===== src/rtl/ad9959_pkg.sv =====
// Shared AD9959 serial-port definitions.
// Used by the command serializer and the readback receiver.
package ad9959_pkg;

  localparam logic SPI_SGL = 1'b0;
  localparam logic SPI_MUL = 1'b1;

  localparam logic [4:0] CSR  = 5'd0;
  localparam logic [4:0] FR1  = 5'd1;
  localparam logic [4:0] FR2  = 5'd2;
  localparam logic [4:0] CFR  = 5'd3;
  localparam logic [4:0] CFTW = 5'd4;
  localparam logic [4:0] CPOW = 5'd5;
  localparam logic [4:0] ACR  = 5'd6;
  localparam logic [4:0] LSRR = 5'd7;

  typedef enum logic [1:0] {
    RB_IDLE,
    RB_INSTR,
    RB_CAPT,
    RB_DONE
  } rb_state_e;

  // Register width in bytes; channel words above LSRR are 32-bit.
  function automatic logic [2:0] reg_bytes(input logic [4:0] addr);
    logic [2:0] n;
    unique case (addr)
      CSR:     n = 3'd1;
      FR1:     n = 3'd3;
      FR2:     n = 3'd2;
      CFR:     n = 3'd3;
      CFTW:    n = 3'd4;
      CPOW:    n = 3'd2;
      ACR:     n = 3'd3;
      LSRR:    n = 3'd2;
      default: n = 3'd4;
    endcase
    return n;
  endfunction

endpackage


===== src/rtl/ad9959_shift_in.sv =====
// 32-bit clearable left shifter, 1-bit or 4-bit input.
// d_o exposes the next value so a final sample can be used at once.
module ad9959_shift_in (
  input  logic        clk_i,
  input  logic        reset_i,
  input  logic        clr_i,
  input  logic        en_i,
  input  logic        quad_i,
  input  logic [3:0]  din_i,
  output logic [31:0] d_o
);

  logic [31:0] shift_q;
  logic [31:0] shift_d;

  // Next value: clear wins, else shift by 1 or 4 bits.
  always_comb begin
    shift_d = shift_q;
    if (clr_i) begin
      shift_d = '0;
    end else if (en_i) begin
      if (quad_i) begin
        shift_d = {shift_q[27:0], din_i};
      end else begin
        shift_d = {shift_q[30:0], din_i[0]};
      end
    end
  end

  // Shift register state.
  always_ff @(posedge clk_i or posedge reset_i) begin
    if (reset_i) begin
      shift_q <= '0;
    end else begin
      shift_q <= shift_d;
    end
  end

  assign d_o = shift_d;

endmodule


===== src/rtl/ad9959_readback.sv =====
// AD9959 SDIO read-data receiver.
// Skips instruction slots, then captures a right-aligned register word.
module ad9959_readback
  import ad9959_pkg::*;
#(
  parameter int READ_PIN   = 2,
  parameter int INSTR_SGL  = 8,
  parameter int INSTR_QUAD = 2
) (
  input  logic        clk_i,
  input  logic        reset_i,
  input  logic        start_i,
  input  logic [4:0]  addr_i,
  input  logic        mode_i,
  input  logic        csb_i,
  input  logic [3:0]  sdio_i,
  output logic [31:0] data_o,
  output logic        valid_o,
  output logic        busy_o,
  output logic        abort_o
);

  localparam logic [5:0] ISGL_LAST  = 6'(INSTR_SGL - 1);
  localparam logic [5:0] IQUAD_LAST = 6'(INSTR_QUAD - 1);

  rb_state_e   state_q;
  logic [4:0]  addr_q;
  logic        mode_q;
  logic [5:0]  cnt_q;
  logic [31:0] data_q;
  logic        valid_q;
  logic        busy_q;
  logic        abort_q;

  logic [2:0]  nbytes;
  logic [5:0]  cap_last;
  logic [5:0]  ins_last;
  logic        sh_clr;
  logic        sh_en;
  logic [3:0]  sh_din;
  logic [31:0] sh_next;

  // Slot counts and shifter controls for the current read.
  always_comb begin
    nbytes   = reg_bytes(addr_q);
    cap_last = (mode_q == SPI_MUL) ? ({2'b0, nbytes, 1'b0} - 6'd1)
                                   : ({nbytes, 3'b0} - 6'd1);
    ins_last = (mode_q == SPI_MUL) ? IQUAD_LAST : ISGL_LAST;
    sh_clr   = (state_q == RB_IDLE) && start_i;
    sh_en    = (state_q == RB_CAPT) && !csb_i;
    sh_din   = (mode_q == SPI_MUL) ? sdio_i : {4{sdio_i[READ_PIN]}};
  end

  ad9959_shift_in u_shift (
    .clk_i   (clk_i),
    .reset_i (reset_i),
    .clr_i   (sh_clr),
    .en_i    (sh_en),
    .quad_i  (mode_q),
    .din_i   (sh_din),
    .d_o     (sh_next)
  );

  // Read sequencer with registered outputs.
  always_ff @(posedge clk_i or posedge reset_i) begin
    if (reset_i) begin
      state_q <= RB_IDLE;
      addr_q  <= '0;
      mode_q  <= SPI_SGL;
      cnt_q   <= '0;
      data_q  <= '0;
      valid_q <= 1'b0;
      busy_q  <= 1'b0;
      abort_q <= 1'b0;
    end else begin
      valid_q <= 1'b0;
      abort_q <= 1'b0;
      unique case (state_q)
        RB_IDLE: begin
          if (start_i) begin
            addr_q  <= addr_i;
            mode_q  <= mode_i;
            cnt_q   <= '0;
            busy_q  <= 1'b1;
            state_q <= RB_INSTR;
          end
        end
        RB_INSTR: begin
          if (csb_i) begin
            abort_q <= 1'b1;
            busy_q  <= 1'b0;
            state_q <= RB_IDLE;
          end else if (cnt_q == ins_last) begin
            cnt_q   <= '0;
            state_q <= RB_CAPT;
          end else begin
            cnt_q <= cnt_q + 6'd1;
          end
        end
        RB_CAPT: begin
          if (csb_i) begin
            abort_q <= 1'b1;
            busy_q  <= 1'b0;
            state_q <= RB_IDLE;
          end else if (cnt_q == cap_last) begin
            data_q  <= sh_next;
            valid_q <= 1'b1;
            state_q <= RB_DONE;
          end else begin
            cnt_q <= cnt_q + 6'd1;
          end
        end
        RB_DONE: begin
          busy_q  <= 1'b0;
          state_q <= RB_IDLE;
        end
        default: begin
          busy_q  <= 1'b0;
          state_q <= RB_IDLE;
        end
      endcase
    end
  end

  assign data_o  = data_q;
  assign valid_o = valid_q;
  assign busy_o  = busy_q;
  assign abort_o = abort_q;

endmodule

===== config.mk =====
export PLATFORM = sky130hd
export DESIGN_NAME = ad9959_readback
export DESIGN_NICKNAME = d
export VERILOG_FILES = /design/src/rtl/ad9959_pkg.sv /design/src/rtl/ad9959_shift_in.sv /design/src/rtl/ad9959_readback.sv
export SDC_FILE = /design/constraint.sdc
export NUM_CORES = 1
export LEC_CHECK = 0
export BUFFER_PORTS_ARGS = -buffer_cell sky130_fd_sc_hd__clkbuf_2
export CORE_MARGIN = 1
export CORE_UTILIZATION = 55
export DETAILED_ROUTE_END_ITERATION = 6
export PLACE_DENSITY = 0.76
export SYNTH_ARGS = -nofsm -noshare
export SYNTH_HDL_FRONTEND = slang
export SYNTH_SLANG_ARGS = --single-unit

===== constraint.sdc =====
create_clock -name clk_i -period 6.8 [get_ports clk_i]
set_clock_uncertainty 0.05 [all_clocks]
set_input_delay 0.68 -clock clk_i [delete_from_list [all_inputs] [get_ports clk_i]]
set_output_delay 0.68 -clock clk_i [all_outputs]
set_load 0.01 [all_outputs]

-- Word-level counts from Yosys, hierarchy flattened
Memory sizes are Yosys's and may differ from the RTL's.
Index checks and enable logic that the tools add are counted.
- add/sub/neg operators: 3
- equality and inequality tests: 12
- muxes and demuxes: 27
- bitwise logic cells: 1
- reductions and logical operators: 12
- operators with widths (operator ; count):
    $mux W32 ; 3
    $mux W6 ; 6
    $pmux W6 S3 ; 1
    $mux W2 ; 5
    $ne A2 B2 Y1 const B ; 4
    $pmux W2 S4 ; 1
    $mux W1 ; 7
    $add A6 B1 Y6 const B ; 1
    $eq A6 B3 Y1 ; 1
    $eq A6 B6 Y1 ; 1
    $mux W3 ; 2
    $reduce_and A3 Y1 ; 2
    $sub A6 B1 Y6 const B ; 1
    $reduce_and A5 Y1 ; 1
    $sub A4 B1 Y5 const B ; 1
    $eq A2 B2 Y1 const B ; 2
    $logic_not A2 Y1 ; 2
    $mux W4 ; 1
    $reduce_and A2 Y1 ; 2
    $ne A3 B2 Y1 const B ; 1
    $ne A3 B3 Y1 const B ; 1
    $pmux W1 S3 ; 1
    $reduce_bool A3 Y1 ; 1
    $eq A2 B1 Y1 const B ; 1
    5 further kinds ; 6
- bits in registers: 81
- ROM bits: 24
- output and inout port bits: 35
- logic and storage cells: 65
- memories: 1
- memory list (name ; depth ; bits a word ; read ports ; clocked after memory_dff ; write ports ; line ; RTL):
    (name not given) ; 8 ; 3 ; 1 ; 0 ; 0 ; ad9959_pkg.sv:27 ; unique case (addr)

-- Logic depth before layout (Yosys ltp)
- depth after elaboration: 8
- gate-level depth with buffers: 12
- gate-level depth less buffers: 11

-- Hierarchy
Synthesis repeated with hierarchy kept, for this count alone.
- cells, all modules: 336
- area, all modules: 4007.6 um2
- modules (own cells, without submodules) (module ; times used ; cells each ; area an instance (um2) ; sequential area each (um2)):
    ad9959_readback ; 1 ; 194 ; 2416.1 ; 1226.2
    ad9959_shift_in ; 1 ; 142 ; 1591.5 ; 800.8

-- Worst setup path after synthesis
No wires, ideal clock.
- path type: flip-flop to flip-flop
- start point: register addr_q[0]
- end point: register data_q[10] (netlist: data_o[10])
- library setup time: 125 ps
- data arrival time: 2418 ps
- path slack: 4207 ps
- cell stages (with the launch flop): 13
- period minus slack after synthesis: 2593 ps
- path through: dfrtp_1 nor2b_1 xnor2_1 nand2_1 ha_1 nand2_1 nand3_1 o32ai_2 xor2_1 nand2_2 nor2_8 buf_12 mux2_4
- cells in the longest elaborated chain, start to end: 6
- elaborated cells on any way between the ends: 7
- ends and longest elaborated chain (element ; line ; RTL):
    start: declaration ; ad9959_readback.sv:27 ; logic [4:0] addr_q;
    start signal: assignment ; ad9959_readback.sv:81 ; addr_q <= addr_i;
    $mem_v2 Z8 W3 (*) ; n/a ;
    $mux W3 (*) ; ad9959_pkg.sv:27 ;
    $sub A6 B1 Y6 or $sub A4 B1 Y5 (tied branches) ; ad9959_readback.sv:47, ad9959_readback.sv:46 ;
    $mux W6 (*) ; ad9959_readback.sv:46 ; cap_last = (mode_q == SPI_MUL) ? ({2'b0, nbytes, 1'b0} - 6'd1)
    $eq A6 B6 Y1 (*) ; ad9959_readback.sv:105 ; end else if (cnt_q == cap_last) begin
    $reduce_and A3 Y1 (no source line) (*) ; n/a ;
    end signal: assignment ; ad9959_readback.sv:106 ; data_q <= sh_next;
    end: declaration ; ad9959_readback.sv:30 ; logic [31:0] data_q;
Every way passes the cells marked *; elsewhere a longest branch is shown, timed or not.
A chain may end at the register's enable or synchronous reset.

-- Worst setup path in the final report
- start point: register mode_q
- end point: register data_q[30] (netlist: data_o[30])
- cells in the longest elaborated chain, start to end: 3
- elaborated cells on any way between the ends: 6
- ends and longest elaborated chain (element ; line ; RTL):
    start: declaration ; ad9959_readback.sv:28 ; logic mode_q;
    start signal: assignment ; ad9959_readback.sv:82 ; mode_q <= mode_i;
    $mux W6 or $mux W32 (tied branches) ; ad9959_readback.sv:46, ad9959_shift_in.sv:22 ;
    $eq A6 B6 Y1 or $mux W32 (tied branches) ; ad9959_readback.sv:105, ad9959_shift_in.sv:21 ;
    $reduce_and A3 Y1 (no source line) or $mux W32 (tied branches) ; n/a ;
Several ways; a longest one is shown, not always the timed one.

==> flow_metrics.py <==
metrics = {
    "critical_path": {
        "regToRegStartpoint": "mode_q",
        "r2r_cells": 7,
        "cp-start-kind": "register",
        "r2r-end": "data_o[30]",
        "cp-endpoint": "data_o[30]",
        "worstSetupStartpoint": "mode_q",
        "required_ns": 6.97,
        "arrival_ns": 3.46,
        "setup.worst_path.end_class": "register",
        "r2r_slack_ns": 3.52,
        "criticalPathCategory": "register to register",
        "crit_path_max_fanout": 45,
    },
    "logic_synthesis": {
        "async_flop_share_pct": 100.0,
        "syn_area_per_cell_um2": 12.32,
        "yosysTopAreaCellShare_pct": 49.57,
        "synth_common_cells": "dfrtp_1 (81), nor2_1 (40), mux2i_1 (34)",
        "synth-main-ff-cell": "dfrtp_1",
        "synth_top_cell_by_area": "dfrtp_1",
        "synth_seq_cells": 81,
        "syn-num-nets": 352,
        "yosysMostFrequentCell": "dfrtp_1",
        "synth_area_leaders": "dfrtp_1 (50%), mux2_4 (11%), mux2i_1 (8.3%), a211oi_1 (5.9%), nor2_1 (3.7%)",
        "yosysWarnings": 0,
        "synth-edff-count": 0,
        "ys_seq_area_share_pct": 49.57,
        "ys_types": 53,
        "synth_cells": 332,
        "syn_area_um2": 4089,
    },
    "grt": {
        "grtUsageMet1_pct": 31.03,
        "antenna_found_initial": 0,
        "grt_pass1_vias": 2509,
        "gr-max-usage-layer": "met1",
        "grt_first_pass_wirelength_mm": 12.32,
        "grtUsageMet2_pct": 30.91,
        "grt_use_total_pct": 20.94,
        "grt-ovfl-total": 0,
        "use_met3_pct": 3.918,
        "grt_max_degree": 82,
    },
    "timing": {
        "timing.slew.headroom_pct": 30.28,
        "final.period_utilization_pct": 48.31,
        "setup_viol": 0,
        "rsz0062_at_grt": "no",
        "hold_viol": 0,
        "setup-tns-final_ns": 0,
        "tightest_slew_ns": 1.046,
        "slew_viol_final": 0,
        "max_freq_mhz": 304.4,
        "layout_min_cycle_time_ns": 3.285,
    },
    "hold_path": {
        "min_from": "data_o[24]",
        "hold_path.class": "register to register",
    },
    "layout": {
        "drive_gt1_share_pct": 31.75,
        "fill_cells": 599,
        "diodes": 0,
        "area_growth_syn_to_layout_pct": 10.62,
        "fin_cells": 477,
        "post-route-cell-area_um2": 4523,
        "nets": 393,
    },
    "routing": {
        "vias_per_cell": 5.545,
        "drt-initial-drc-count": 188,
        "wl_per_cell_um": 15.29,
        "vias": 2645,
        "wl_mm": 7.292,
        "antenna_left": 0,
        "route.detailed.drc": 0,
        "drt_pre_antenna_iters": 4,
    },
    "floorplanning": {
        "die_w_um": 88.22,
        "die-area_um2": 7783,
        "die_y_um": 88.22,
        "num_io_pins": 49,
        "initial_utilization_pct": 56.68,
        "core_area_um2": 7214,
        "placementRows": 31,
    },
    "clocking": {
        "cts_sinks": 81,
        "cts_buffer_depth": 2,
        "cts.repair.resized": 0,
        "clk_pin_slew_ns": 0.09,
        "cts_root_buf": "clkbuf_8",
        "ctsHoldBuffers": 0,
        "cts_tree": "done",
        "cts_buffers": 9,
        "htree_levels": 3,
        "cts_setup_buffers": 0,
        "clk_latency_ns": 0.35,
    },
    "placed_design": {
        "dp_cells": 461,
        "portBuffers": 48,
        "hpwl_mm": 4.749,
        "gp_congestion": 0.8381,
        "placedInstanceArea_um2": 4343,
    },
    "power": {
        "vdd_ir_drop_max_uv": 153.0,
        "p_seq_share_pct": 45.5,
        "power_frac_comb_pct": 36.0,
        "p_switching_w": 0.0006679,
        "clockPowerShare_pct": 18.5,
        "power.internal_w": 0.001056,
        "power_leakage_nw": 2.146,
        "switching_share_pct": 38.75,
        "p_per_area_nw_per_um2": 381.1,
    },
    "outcome": {
        "outcome": "completed",
    },
    "flow_run": {
        "maxCapViolCount": 0,
    },
}
-- worst min path at each step --
stage                     slack (ns)  depth (start not counted)         end
final                           0.47                          1  data_o[24]
after global routing            0.48                          1  data_o[19]
after CTS                       0.47                          1  data_o[16]
after detailed placement        0.44                          1   data_o[4]
after global placement          0.44                          1      busy_o
after floorplan                 0.45                          1  state_q[0]
-- layout by cell type (no fill, tap or decap), types with 2 or more instances in the layout --
| cell type | n |
|---|---|
| xor2_1 | 3 |
| ha_1 | 6 |
| buf_4 | 3 |
| a211oi_1 | 32 |
| clkinv_2 | 2 |
| and2_1 | 3 |
| nand3_1 | 2 |
| mux2_4 | 29 |
| dfrtp_1 | 80 |
| clkbuf_2 | 48 |
| or3b_2 | 2 |
| mux2i_1 | 34 |
| and3b_1 | 2 |
| mux2_2 | 11 |
| nand2_1 | 8 |
| a21oi_1 | 2 |
| nor2b_1 | 2 |
| a31oi_1 | 2 |
| inv_1 | 5 |
| nor2_1 | 40 |
| nand3b_1 | 3 |
| xnor2_1 | 2 |
| o2bb2ai_1 | 2 |
| o21ai_0 | 11 |
| clkbuf_8 | 10 |
| clkinv_4 | 2 |
-- layer usage --
layer  vias up  share of wire (%)
met2        49                 47
li1       1289                  -
met4         0               0.60
met1      1300                 49
met5         -                  0
met3         7                3.3
-- cell type report --
| class | instances | area, µm² | area share (%) |
|---|---|---|---|
| Sequential cell | 81 | 2028 | 44.84 |
| Multi-Input combinational cell | 224 | 1904 | 42.10 |
| Clock inverter | 5 | 38.79 | 0.8575 |
| Timing Repair Buffer | 51 | 262.8 | 5.809 |
| Inverter | 6 | 23.77 | 0.5256 |
| Clock buffer | 11 | 141.4 | 3.126 |
| Tap cell | 99 | 123.9 | 2.739 |
-- power by group through the flow --
stage / logic, W / registers [W] / clock network (W)
global placement: 0.000604 / 0.000788 / 0
detailed placement: 0.000621 / 0.000792 / 0
finish: 0.000621 / 0.000784 / 0.000319
floorplan: 0.000575 / 0.000702 / 0
CTS: 0.000625 / 0.000784 / 0.000329
global route: 0.000701 / 0.000809 / 0.000350
-- state kept, by name, summed over array words and instances (netlist names) --
signal,count
data_o,32
u_shift.shift_q,32
cnt_q,6
addr_q,5
state_q,2
abort_o,1
busy_o,1
mode_q,1
valid_o,1
-- per-stage QoR --
step | utilization [%] | total power (W) | hold slack [ns] | worst slack [ns]
CTS | 62.70 | 0.001738 | 0.4703 | 3.470
detailed placement | 60.20 | 0.001413 | 0.4421 | 3.501
global placement | 60.20 | 0.001392 | 0.4404 | 3.562
finish | 62.70 | 0.001724 | 0.4673 | 3.515
floorplan | - | 0.001276 | 0.4496 | 3.990
global route | 62.70 | 0.001861 | 0.4845 | 3.232
-- cell families (layout without fill, tap and decap cells) --
family / Yosys count / after routing / synth area share, %
AOI/OAI and AO/OA: 61 / 61 / 11.08
buffers and inverters: 27 / 73 / 4.039
and+or+nand+nor: 76 / 76 / 9.793
xor gates and xnor gates: 5 / 5 / 1.071
adders and majority gates: 6 / 6 / 1.836
DFF: 81 / 81 / 49.57
muxes: 76 / 76 / 22.61
-- worst max-delay path, cell delays in order, from the launching register on --
cell	delay, ns
dfrtp_2	1.07
or4b_1	0.24
nand3_1	0.09
o32ai_2	0.31
xor2_1	0.25
nand2_2	0.12
nor2_8	0.60
mux2_2	0.41
Power figures use the tool's default switching activity.
